[src/rtl/ysyx_24100029_arbiter.sv]
// Two-master (IFU read-only, LSU read/write) to one AXI4 master arbiter, one transaction in flight.
// Round-robin grant registered from IDLE (1-cycle arbitration latency), then combinational pass-through.
module ysyx_24100029_arbiter #(
  parameter int ADDR_W = 32,
  parameter int DATA_W = 32
) (
  input  logic                  clock,
  input  logic                  reset,
  // IFU read
  input  logic [ADDR_W-1:0]     ifu_araddr,
  input  logic                  ifu_arvalid,
  input  logic [3:0]            ifu_arid,
  input  logic [7:0]            ifu_arlen,
  input  logic [2:0]            ifu_arsize,
  input  logic [1:0]            ifu_arburst,
  output logic                  ifu_arready,
  output logic [DATA_W-1:0]     ifu_rdata,
  output logic [1:0]            ifu_rresp,
  output logic                  ifu_rvalid,
  output logic                  ifu_rlast,
  output logic [3:0]            ifu_rid,
  input  logic                  ifu_rready,
  // LSU read
  input  logic [ADDR_W-1:0]     lsu_araddr,
  input  logic                  lsu_arvalid,
  input  logic [3:0]            lsu_arid,
  input  logic [7:0]            lsu_arlen,
  input  logic [2:0]            lsu_arsize,
  input  logic [1:0]            lsu_arburst,
  output logic                  lsu_arready,
  output logic [DATA_W-1:0]     lsu_rdata,
  output logic [1:0]            lsu_rresp,
  output logic                  lsu_rvalid,
  output logic                  lsu_rlast,
  output logic [3:0]            lsu_rid,
  input  logic                  lsu_rready,
  // LSU write
  input  logic [ADDR_W-1:0]     lsu_awaddr,
  input  logic                  lsu_awvalid,
  input  logic [3:0]            lsu_awid,
  input  logic [7:0]            lsu_awlen,
  input  logic [2:0]            lsu_awsize,
  input  logic [1:0]            lsu_awburst,
  output logic                  lsu_awready,
  input  logic [DATA_W-1:0]     lsu_wdata,
  input  logic [DATA_W/8-1:0]   lsu_wstrb,
  input  logic                  lsu_wvalid,
  input  logic                  lsu_wlast,
  output logic                  lsu_wready,
  output logic [1:0]            lsu_bresp,
  output logic                  lsu_bvalid,
  output logic [3:0]            lsu_bid,
  input  logic                  lsu_bready,
  // downstream master port
  output logic [ADDR_W-1:0]     out_araddr,
  output logic                  out_arvalid,
  output logic [3:0]            out_arid,
  output logic [7:0]            out_arlen,
  output logic [2:0]            out_arsize,
  output logic [1:0]            out_arburst,
  input  logic                  out_arready,
  input  logic [DATA_W-1:0]     out_rdata,
  input  logic [1:0]            out_rresp,
  input  logic                  out_rvalid,
  input  logic                  out_rlast,
  input  logic [3:0]            out_rid,
  output logic                  out_rready,
  output logic [ADDR_W-1:0]     out_awaddr,
  output logic                  out_awvalid,
  output logic [3:0]            out_awid,
  output logic [7:0]            out_awlen,
  output logic [2:0]            out_awsize,
  output logic [1:0]            out_awburst,
  input  logic                  out_awready,
  output logic [DATA_W-1:0]     out_wdata,
  output logic [DATA_W/8-1:0]   out_wstrb,
  output logic                  out_wvalid,
  output logic                  out_wlast,
  input  logic                  out_wready,
  input  logic [1:0]            out_bresp,
  input  logic                  out_bvalid,
  input  logic [3:0]            out_bid,
  output logic                  out_bready
);

  typedef enum logic [1:0] {IDLE, IFU_RD, LSU_RD, LSU_WR} state_t;

  state_t     state;
  logic       last_grant;  // 0 = IFU, 1 = LSU
  logic [8:0] beat_cnt;
  logic [7:0] len_q;
  logic       err_len;

  logic ifu_req, lsu_req;
  assign ifu_req = ifu_arvalid;
  assign lsu_req = lsu_arvalid | lsu_awvalid;

  always_ff @(posedge clock or negedge reset) begin
    if (!reset) begin
      state      <= IDLE;
      last_grant <= 1'b0;
      beat_cnt   <= 9'd0;
      len_q      <= 8'd0;
      err_len    <= 1'b0;
    end else begin
      case (state)
        IDLE: begin
          if (ifu_req && (!lsu_req || last_grant)) begin
            state      <= IFU_RD;
            last_grant <= 1'b0;
          end else if (lsu_req) begin
            state      <= lsu_arvalid ? LSU_RD : LSU_WR;
            last_grant <= 1'b1;
          end
        end
        IFU_RD, LSU_RD: begin
          if (out_arvalid && out_arready) begin
            beat_cnt <= 9'd0;
            len_q    <= out_arlen;
          end else if (out_rvalid && out_rready) begin
            beat_cnt <= beat_cnt + 9'd1;
            // a short or long burst still ends the transaction; only the flag records it
            if (out_rlast) begin
              state <= IDLE;
              if (beat_cnt != {1'b0, len_q}) err_len <= 1'b1;
            end
          end
        end
        LSU_WR: begin
          if (out_bvalid && out_bready) state <= IDLE;
        end
        default: state <= IDLE;
      endcase
    end
  end

  always_comb begin
    ifu_arready = 1'b0;
    ifu_rdata   = '0;
    ifu_rresp   = 2'b00;
    ifu_rvalid  = 1'b0;
    ifu_rlast   = 1'b0;
    ifu_rid     = 4'h0;
    lsu_arready = 1'b0;
    lsu_rdata   = '0;
    lsu_rresp   = 2'b00;
    lsu_rvalid  = 1'b0;
    lsu_rlast   = 1'b0;
    lsu_rid     = 4'h0;
    lsu_awready = 1'b0;
    lsu_wready  = 1'b0;
    lsu_bresp   = 2'b00;
    lsu_bvalid  = 1'b0;
    lsu_bid     = 4'h0;
    out_araddr  = '0;
    out_arvalid = 1'b0;
    out_arid    = 4'h0;
    out_arlen   = 8'h0;
    out_arsize  = 3'h0;
    out_arburst = 2'h0;
    out_rready  = 1'b0;
    out_awaddr  = '0;
    out_awvalid = 1'b0;
    out_awid    = 4'h0;
    out_awlen   = 8'h0;
    out_awsize  = 3'h0;
    out_awburst = 2'h0;
    out_wdata   = '0;
    out_wstrb   = '0;
    out_wvalid  = 1'b0;
    out_wlast   = 1'b0;
    out_bready  = 1'b0;
    case (state)
      IFU_RD: begin
        out_araddr  = ifu_araddr;
        out_arvalid = ifu_arvalid;
        out_arid    = ifu_arid;
        out_arlen   = ifu_arlen;
        out_arsize  = ifu_arsize;
        out_arburst = ifu_arburst;
        ifu_arready = out_arready;
        ifu_rdata   = out_rdata;
        ifu_rresp   = out_rresp;
        ifu_rvalid  = out_rvalid;
        ifu_rlast   = out_rlast;
        ifu_rid     = out_rid;
        out_rready  = ifu_rready;
      end
      LSU_RD: begin
        out_araddr  = lsu_araddr;
        out_arvalid = lsu_arvalid;
        out_arid    = lsu_arid;
        out_arlen   = lsu_arlen;
        out_arsize  = lsu_arsize;
        out_arburst = lsu_arburst;
        lsu_arready = out_arready;
        lsu_rdata   = out_rdata;
        lsu_rresp   = out_rresp;
        lsu_rvalid  = out_rvalid;
        lsu_rlast   = out_rlast;
        lsu_rid     = out_rid;
        out_rready  = lsu_rready;
      end
      LSU_WR: begin
        // the crossbar decodes the target from araddr, even for writes
        out_araddr  = lsu_awaddr;
        out_awaddr  = lsu_awaddr;
        out_awvalid = lsu_awvalid;
        out_awid    = lsu_awid;
        out_awlen   = lsu_awlen;
        out_awsize  = lsu_awsize;
        out_awburst = lsu_awburst;
        lsu_awready = out_awready;
        out_wdata   = lsu_wdata;
        out_wstrb   = lsu_wstrb;
        out_wvalid  = lsu_wvalid;
        out_wlast   = lsu_wlast;
        lsu_wready  = out_wready;
        lsu_bresp   = out_bresp;
        lsu_bvalid  = out_bvalid;
        lsu_bid     = out_bid;
        out_bready  = lsu_bready;
      end
      default: ;
    endcase
  end

endmodule
[config.mk]
export PLATFORM = sky130hd
export DESIGN_NAME = ysyx_24100029_arbiter
export DESIGN_NICKNAME = d
export VERILOG_FILES = /design/src/rtl/ysyx_24100029_arbiter.sv
export SDC_FILE = /design/constraint.sdc
export NUM_CORES = 1
export LEC_CHECK = 0
export BUFFER_PORTS_ARGS = -buffer_cell sky130_fd_sc_hd__clkbuf_2
export CAP_MARGIN = 20
export CORE_AREA = 2 2 184 186
export CTS_BUF_LIST = sky130_fd_sc_hd__clkbuf_16
export DETAILED_ROUTE_END_ITERATION = 7
export DIE_AREA = 0 0 186 188
export PLACE_DENSITY = 0.33
export SYNTH_ARGS = -nofsm -noshare
export SYNTH_HDL_FRONTEND = slang
export SYNTH_SLANG_ARGS = --single-unit
[constraint.sdc]
create_clock -name clock -period 1.4 [get_ports clock]
set_input_delay 0.07 -clock clock [delete_from_list [all_inputs] [get_ports clock]]
set_output_delay 0.07 -clock clock [all_outputs]
set_load 0.01 [all_outputs]
==> qor.yml, run 1 <==
ys_ff_latch: 3
grtUsageTotal: 0.09629
violations: "negative setup slack"
synth_top_area_share: 0.5108
clock_power_share: 0.043
dr.pass1.iters: 6
synth_seq_area_share: 0.03405
p_sw_mw: 4.741
routabilityCongestion: 0.7998
initial_core_util: 0.06658
fin_crit_sh: 1.290
postRouteAntennaNets: 0
async_reset_ff_frac: 1.000
overflow: 0
synth-main-ff-cell: "dfrtp_1"
clock_skew_ns: 0.002813
p_per_area_nw_per_um2: 1533
synthMuxAreaShare: 0.01022
p_int_mw: 5.594
drcViolationCount: 0
rows: 67
ys_warn_count: 0
outcome: "finished with violations"
p_seq_frac: 0.020
drive_gt1_frac: 0.7831
rsz0062_at_grt: "true"
io_pins: 474
die_y_um: 188
clock-sinks: 3
synth-adder-area-share: 0.02270
routed_wl_um: 19120
syn-num-nets: 591
root_buffer: "clkbuf_16"
num_vias: 4551
synth_xor_area_frac: 0
grt_pass1_vias: 4390
num-nets-final: 1110
via_per_inst: 3.469
netlist_instances: 344
timing.fmax_ghz: 0.5537
insertion_delay_ns: 0.23
stdcell_count: 1312
synth_compound_area_frac: 0.2162
postLayoutCellArea_sq_um: 6740
maxSlewViolCount: 0
wl_per_cell_um: 14.57
synth_area_leaders: "and2_1 51%, a221oi_1 13%, a22oi_1 6.1%, nor2_1 5.4%, nor2b_1 5.4%"
p_sw_frac: 0.4587
synth_edf_count: 0
synth_area_sq_um: 2205
cap_violations: 0
dieArea_sq_um: 34970
vdd_drop_max_mv: 0.7636
synth_most_common_cell: "and2_1"
post-synth-top-area-cell: "and2_1"
antenna_found_initial: 2
p_comb_frac: 0.937
fillCellCount: 3749
final-setup-viol-count: 233
cp.arrival_ns: 1.74
coreArea_sq_um: 33110
postPlaceCellArea_sq_um: 5555
synth_top_family_by_area: "simple AND/OR/NAND/NOR gates"
critPathKind: "register to output pin"
holdCritPathClass: "primary input to asynchronous set/reset pin"
synthSimpleGateAreaFrac: 0.6402
worstPathCellList: "buf_6 -> ha_4 -> buf_12 -> a221oi_4 -> nor2_1 -> clkbuf_2"
period_needed_ns: 1.806
clk_path_buf_depth: 2
max_stage_delay_ns: 0.44
syn2layout_area_growth_pct: 205.7
synth_commonest_cells: "180 x and2_1, 32 x a221oi_1, 32 x nor2_1, 19 x clkbuf_1, 19 x nor2b_1"
first_iter_violations: 102
crit_path_end_kind: "output pin"
h-tree-depth: 1
max_slew_margin: 0.8251
cts_tree: "yes"
grt_pass1_wl_um: 25470
portBuffers: 473
crit_fanout: 31
crit_slowest_cell: "dfrtp_2"
dp_hpwl_um: 15120
hold_viol: 0
setup_ws_ns: -0.4061
p_leak_nw: 3.690
synth_cell_type_count: 22
dieWidth_um: 186
worst_pin_slew_ns: 0.2624
clk_pin_slew_ns: 0.03
avgSynthCellArea_sq_um: 6.409
grt_max_degree: 32
worstPathRequired_ns: 1.33
crit_path_start_kind: "register"
dp.cells: 1287
cts-buffers-inserted: 3
==> final cells by class <==
| cell class | count | area, sq um | area share |
|---|---|---|---|
| Antenna cell | 2 | 5.005 | 0.0007425 |
| Inverter | 3 | 11.26 | 0.001671 |
| Clock inverter | 1 | 3.754 | 0.0005569 |
| Multi-Input combinational cell | 302 | 2424 | 0.3596 |
| Clock buffer | 3 | 75.07 | 0.01114 |
| Tap cell | 448 | 560.5 | 0.08316 |
| Timing Repair Buffer | 550 | 3583 | 0.5317 |
| Sequential cell | 3 | 77.57 | 0.01151 |
==> registers in the layout (all words and copies together) (netlist names) <==
signal and count:
state 2, last_grant 1
==> layout by cell type, fill, tap and decap left out, drive strengths merged <==
master / synthesis / layout
a21oi: 3 / 3
a221oi: 32 / 32
a22oi: 19 / 19
and2: 180 / 180
buf: 17 / 139
clkbuf: 19 / 413
dfrtp: 3 / 3
diode: 0 / 2
dlygate4sd3: 0 / 1
ha: 4 / 4
inv: 3 / 4
mux2: 2 / 2
nand2: 6 / 6
nor2: 32 / 32
nor2b: 19 / 19
nor4b: 1 / 1
o211ai: 1 / 1
o21ai: 2 / 2
o21bai: 1 / 1
==> per-stage QoR <==
| stage | total power, mW | setup WS [ns] | hold WS [ns] | utilization | TNS [ns] |
|---|---|---|---|---|---|
| after global placement | 7.638 | -0.2977 | -0.1291 | 0.1678 | -20.97 |
| after floorplan | 3.867 | -0.09158 | -0.2256 | - | -0.4837 |
| after CTS | 9.924 | -0.3990 | 0.1854 | 0.1942 | -59.91 |
| after global routing | 11.12 | -0.4432 | 0.2106 | 0.2036 | -68.46 |
| final | 10.34 | -0.4061 | 0.1845 | 0.2036 | -55.45 |
| after detailed placement | 7.544 | -0.3501 | -0.1303 | 0.1678 | -23.63 |
==> power groups by stage <==
| stage | sequential, mW | combinational, mW | clock [mW] |
|---|---|---|---|
| 2_1_floorplan | 0.163 | 3.70 | 0 |
| 3_3_place_gp | 0.181 | 7.46 | 0 |
| 3_5_place_dp | 0.184 | 7.36 | 0 |
| 4_1_cts | 0.200 | 9.27 | 0.454 |
| 5_1_grt | 0.214 | 10.4 | 0.471 |
| 6_report | 0.205 | 9.68 | 0.449 |
==> cells by family (layout without fill, tap and decap cells) <==
kind of cell | count (synthesis) | count (layout)
buf+inv | 39 | 557
simple gates | 238 | 238
compound gates | 58 | 58
other cells | 0 | 2
flops | 3 | 3
mux | 2 | 2
fa+ha+maj | 4 | 4
==> critical path, delay by kind of cell, from the launching register on <==
family                     cells  cell delay (ns)
AOI/OAI and AO/OA              1             0.34
adders and majority gates      1             0.18
buffers and inverters          3             0.44
DFF                            1             0.44
and+or+nand+nor                1             0.07
==> routing by layer <==
metal	global-route usage	share of wire	up-vias
li1	-	-	2196
met4	0.02392	0.022	0
met3	0.009128	0.060	21
met1	0.1070	0.38	2073
met2	0.1912	0.54	261
met5	0	0	-
==> final timing paths <==
kind | startpoint | end | slack [ns] | depth (start not counted)
setup / recovery | state[1]$_DFFE_PN0P_ | out_araddr[30] | -0.41 | 6
hold / removal | reset | state[1]$_DFFE_PN0P_ | 0.18 | 2
setup reg to reg | state[1]$_DFFE_PN0P_ | state[0]$_DFFE_PN0P_ | -0.34 | 7
hold reg to reg | last_grant$_DFFE_PN0P_ | last_grant$_DFFE_PN0P_ | 0.55 | 2
max in group asynchronous | reset | state[0]$_DFFE_PN0P_ | 1.09 | 2
min in group clock | ifu_arvalid | last_grant$_DFFE_PN0P_ | 0.25 | 4
==> repair_timing <==
| item | in CTS | in global routing |
|---|---|---|
| endpoints found under the setup margin | 234 | 234 |
| resized for setup | 140 | 115 |
| pin swaps | 3 | 10 |
| endpoints found under the hold margin | 3 | 0 |
| gates cloned | 6 | 3 |
| setup buffers | 6 | 5 |
| hold buffers | 1 | 0 |
Note: power is estimated with default switching activity, not from simulation.
==> run 2, diff against run 1 <==
--- a/config.mk
+++ b/config.mk
@@ -5,13 +5,14 @@
 export SDC_FILE = /design/constraint.sdc
 export NUM_CORES = 1
 export LEC_CHECK = 0
+export ABC_AREA = 1
 export BUFFER_PORTS_ARGS = -buffer_cell sky130_fd_sc_hd__clkbuf_2
 export CAP_MARGIN = 20
-export CORE_AREA = 2 2 184 186
+export CORE_AREA = 2 2 187 189
 export CTS_BUF_LIST = sky130_fd_sc_hd__clkbuf_16
 export DETAILED_ROUTE_END_ITERATION = 7
-export DIE_AREA = 0 0 186 188
-export PLACE_DENSITY = 0.33
+export DIE_AREA = 0 0 189 191
 export SYNTH_ARGS = -nofsm -noshare
 export SYNTH_HDL_FRONTEND = slang
 export SYNTH_SLANG_ARGS = --single-unit
+export TNS_END_PERCENT = 10
==> run 2 against run 1 <==
Compared with the run above:
- the run still ends with negative setup slack left
- routed wire length rose by 14%
- cell area rose by 3.0%
- highest routed layer unchanged
- final cell count rose by 22%
- area after synthesis up 24%
- critical endpoint is now out_wdata[29]
- worst hold slack better by 0.018 ns
- sequential power decreased by 6%
- largest power group unchanged
- first-iteration DRC count increased by 110%
- clock skew shrank 0.0016 ns
==> qor.yml, run 2 <==
outcome: "finished with violations"  # unchanged
violations: "negative setup slack"  # unchanged
crit_path_start_kind: "register"  # unchanged
p_sw_frac: 0.5373  # was 0.4587
hold_viol: 0  # unchanged
cp.arrival_ns: 1.61  # was 1.74 ns
post-synth-top-area-cell: "nand2_1"  # was and2_1
p_seq_frac: 0.021  # was 0.020
num_vias: 5525  # was 4551
clk_path_buf_depth: 2  # unchanged
max_slew_margin: 0.8473  # was 0.8251
final-setup-viol-count: 232  # was 233
timing.hold.ws_ns: 0.2022  # was 0.1845 ns
ys_warn_count: 0  # unchanged
postLayoutCellArea_sq_um: 6939  # was 6740 sq um
synth-main-ff-cell: "dfrtp_1"  # unchanged
num-nets-final: 1395  # was 1110
p_per_area_nw_per_um2: 1325  # was 1533 nW/um^2
wl_met2_um: 11640  # was 10310 um
final_common_cell: "clkbuf_2"  # unchanged
synth_area_leaders: "nand2_1 45%, inv_1 30%, nand3_1 6.2%, a21oi_1 4.0%, buf_2 3.3%"  # was and2_1 51%, a221oi_1 13%, a22oi_1 6.1%, nor2_1 5.4%, nor2b_1 5.4%
grtUsageTotal: 0.1053  # was 0.09629
synth_seq_area_share: 0.02750  # was 0.03405
cts_tree: "yes"  # unchanged
cap_violations: 0  # unchanged
postRouteAntennaNets: 0  # unchanged
antenna_found_initial: 4  # was 2
dr.pass1.iters: 4  # was 6
worst_pin_slew_ns: 0.2282  # was 0.2624 ns
root_buffer: "clkbuf_16"  # unchanged
clk_pin_slew_ns: 0.03  # about the same
clock_power_share: 0.050  # was 0.043
insertion_delay_ns: 0.23  # about the same
hold_depth: 4
portBuffers: 473  # unchanged
crit_path_end_kind: "output pin"  # unchanged
initial_core_util: 0.08002  # was 0.06658
synth_cell_type_count: 15  # was 22
critPathKind: "register to output pin"  # unchanged
synth_commonest_cells: "328 x nand2_1, 219 x inv_1, 34 x nand3_1, 22 x a21oi_1, 18 x buf_2"  # was 180 x and2_1, 32 x a221oi_1, 32 x nor2_1, 19 x clkbuf_1, 19 x nor2b_1
postPlaceCellArea_sq_um: 5762  # was 5555 sq um
h-tree-depth: 1  # unchanged
wl_met3_um: 1772  # was 1138 um
final_cell_mix: "351 x clkbuf_2, 259 x nand2_1, 191 x inv_1"  # was 404 x clkbuf_2, 117 x and2_1, 62 x and2_4
cp.depth: 7  # was 6
dp_hpwl_um: 17290  # was 15120 um
highest_layer: "met4"  # unchanged
crit_slowest_cell: "dfrtp_2"  # unchanged
holdCritPathClass: "primary input to register"  # was primary input to asynchronous set/reset pin
top_register: "state"  # unchanged
drive_gt1_frac: 0.5754  # was 0.7831
io_pins: 474  # unchanged
fillCellCount: 3866  # was 3749
timing.fmax_ghz: 0.5964  # was 0.5537 GHz
p_leak_nw: 5.495  # was 3.690 nW
overflow: 0  # unchanged
synth_edf_count: 0  # unchanged
p_sw_mw: 4.940  # was 4.741 mW
async_reset_ff_frac: 1.000  # unchanged
worstPathRequired_ns: 1.33  # about the same
crit_top_cell: "clkbuf_16"
routed_wl_um: 21790  # was 19120 um
grt_pass1_wl_um: 28480  # was 25470 um
cts-buffers-inserted: 3  # unchanged
syn2layout_area_growth_pct: 154.2  # was 205.7%
wl_per_cell_um: 13.57  # was 14.57 um
crit_fanout: 4  # was 31
post-place-ws_ns: -0.1796  # was -0.3501 ns
fin_crit_sh: 1.198  # was 1.290
synth_most_common_cell: "nand2_1"  # was and2_1
clock-sinks: 3  # unchanged
path_buf_inv: 5  # was 3
dieWidth_um: 189  # was 186 um
p_comb_frac: 0.929  # was 0.937
vdd_drop_max_mv: 0.9237  # was 0.7636 mV
die_y_um: 191  # was 188 um
rows: 68  # was 67
grt_pass1_vias: 4848  # was 4390
maxSlewViolCount: 0  # unchanged
rsz0062_at_grt: "true"  # unchanged
coreArea_sq_um: 34120  # was 33110 sq um
power_mw: 9.194  # was 10.34 mW
reg_top3: "state: 2 flops, last_grant: 1 flops"  # unchanged
grt_max_degree: 32  # unchanged
dieArea_sq_um: 36100  # was 34970 sq um
largest_reg_flops: 2  # unchanged
via_per_inst: 3.442  # was 3.469
period_needed_ns: 1.677  # was 1.806 ns
syn-num-nets: 903  # was 591
max_stage_delay_ns: 0.45  # was 0.44 ns
drcViolationCount: 0  # unchanged
worstPathCellList: "ha_4 -> clkbuf_16 -> clkbuf_16 -> buf_4 -> nand2_1 -> inv_1 -> clkbuf_2"  # was buf_6 -> ha_4 -> buf_12 -> a221oi_4 -> nor2_1 -> clkbuf_2
avgSynthCellArea_sq_um: 4.162  # was 6.409 sq um
cp_top_family: "buffers and inverters"  # was flip-flops
synth_top_area_share: 0.4510  # was 0.5108
tns_ns: -40.90  # was -55.45 ns
synth_area_sq_um: 2730  # was 2205 sq um
reg2reg_depth: 10  # was 7
first_iter_violations: 210  # was 102
ys_ff_latch: 3  # unchanged
clock_skew_ns: 0.001235  # was 0.002813 ns
p_int_mw: 4.254  # was 5.594 mW
wl_met1_um: 8062  # was 7236 um
routabilityCongestion: 0.8346  # was 0.7998
setup_ws_ns: -0.2768  # was -0.4061 ns
netlist_instances: 656  # was 344
run 2: routing by layer:
layer | up-vias | global-route usage
met2 | 305 | 0.2063
met4 | 0 | 0.02464
met3 | 14 | 0.01873
met5 | - | 0
li1 | 2766 | -
met1 | 2440 | 0.1164
run 2: power groups by stage:
| stage | clock network (mW) | logic, mW | registers, mW |
|---|---|---|---|
| after floorplan | 0 | 3.73 | 0.157 |
| final | 0.456 | 8.55 | 0.192 |
| after detailed placement | 0 | 6.69 | 0.179 |
| after global placement | 0 | 6.65 | 0.170 |
| after global routing | 0.466 | 9.32 | 0.199 |
| after CTS | 0.461 | 7.99 | 0.193 |
run 2: tightest hold or removal path, stage by stage:
cell      delay [ns]
clkbuf_2        0.11
a21oi_1         0.08
nand2_1         0.07
nand2_1         0.05
run 2: through the flow:
step | utilization | std cells
detailed placement | 0.1689 | 1574
floorplan | - | 656
global placement | 0.1689 | 1574
CTS | 0.1881 | 1597
finish | 0.2034 | 1605
global route | 0.2032 | 1602
run 2: final timing paths:
check                                       start                endpoint  slack (ns)
max                          state[1]$_DFFE_PN0P_           out_wdata[29]       -0.28
min in group asynchronous                   reset    state[0]$_DFFE_PN0P_        0.28
min reg2reg                last_grant$_DFFE_PN0P_  last_grant$_DFFE_PN0P_        0.55
max in group asynchronous                   reset    state[1]$_DFFE_PN0P_        0.98
min                                   lsu_arvalid    state[0]$_DFFE_PN0P_        0.20
max reg2reg                  state[1]$_DFFE_PN0P_    state[0]$_DFFE_PN0P_       -0.22
run 2: cells by family after synthesis:
logic type | Yosys count | synth area share
buffers and inverters | 258 | 0.3863
adders and majority gates | 4 | 0.01833
DFF | 3 | 0.02750
and+or+nand+nor | 367 | 0.5238
AOI/OAI and AO/OA | 24 | 0.04400
run 2: layout make-up:
cell class / instances / area [sq um] / area share
antenna: 3 / 7.507 / 0.001082
clock buffer: 3 / 75.07 / 0.01082
clock inverter: 1 / 3.754 / 0.0005409
inverter: 223 / 839.6 / 0.1210
multi-input combinational: 395 / 2011 / 0.2898
sequential: 3 / 77.57 / 0.01118
tap: 455 / 569.3 / 0.08204
timing repair buffer: 522 / 3356 / 0.4836
run 2: repair_timing:
item,in CTS,in global routing
endpoints found under the setup margin,222,233
hold buffers,1,0
resized for setup,94,246
gates cloned,7,3
setup buffers,11,5
hold endpoints to repair,3,0
pin swaps,5,8
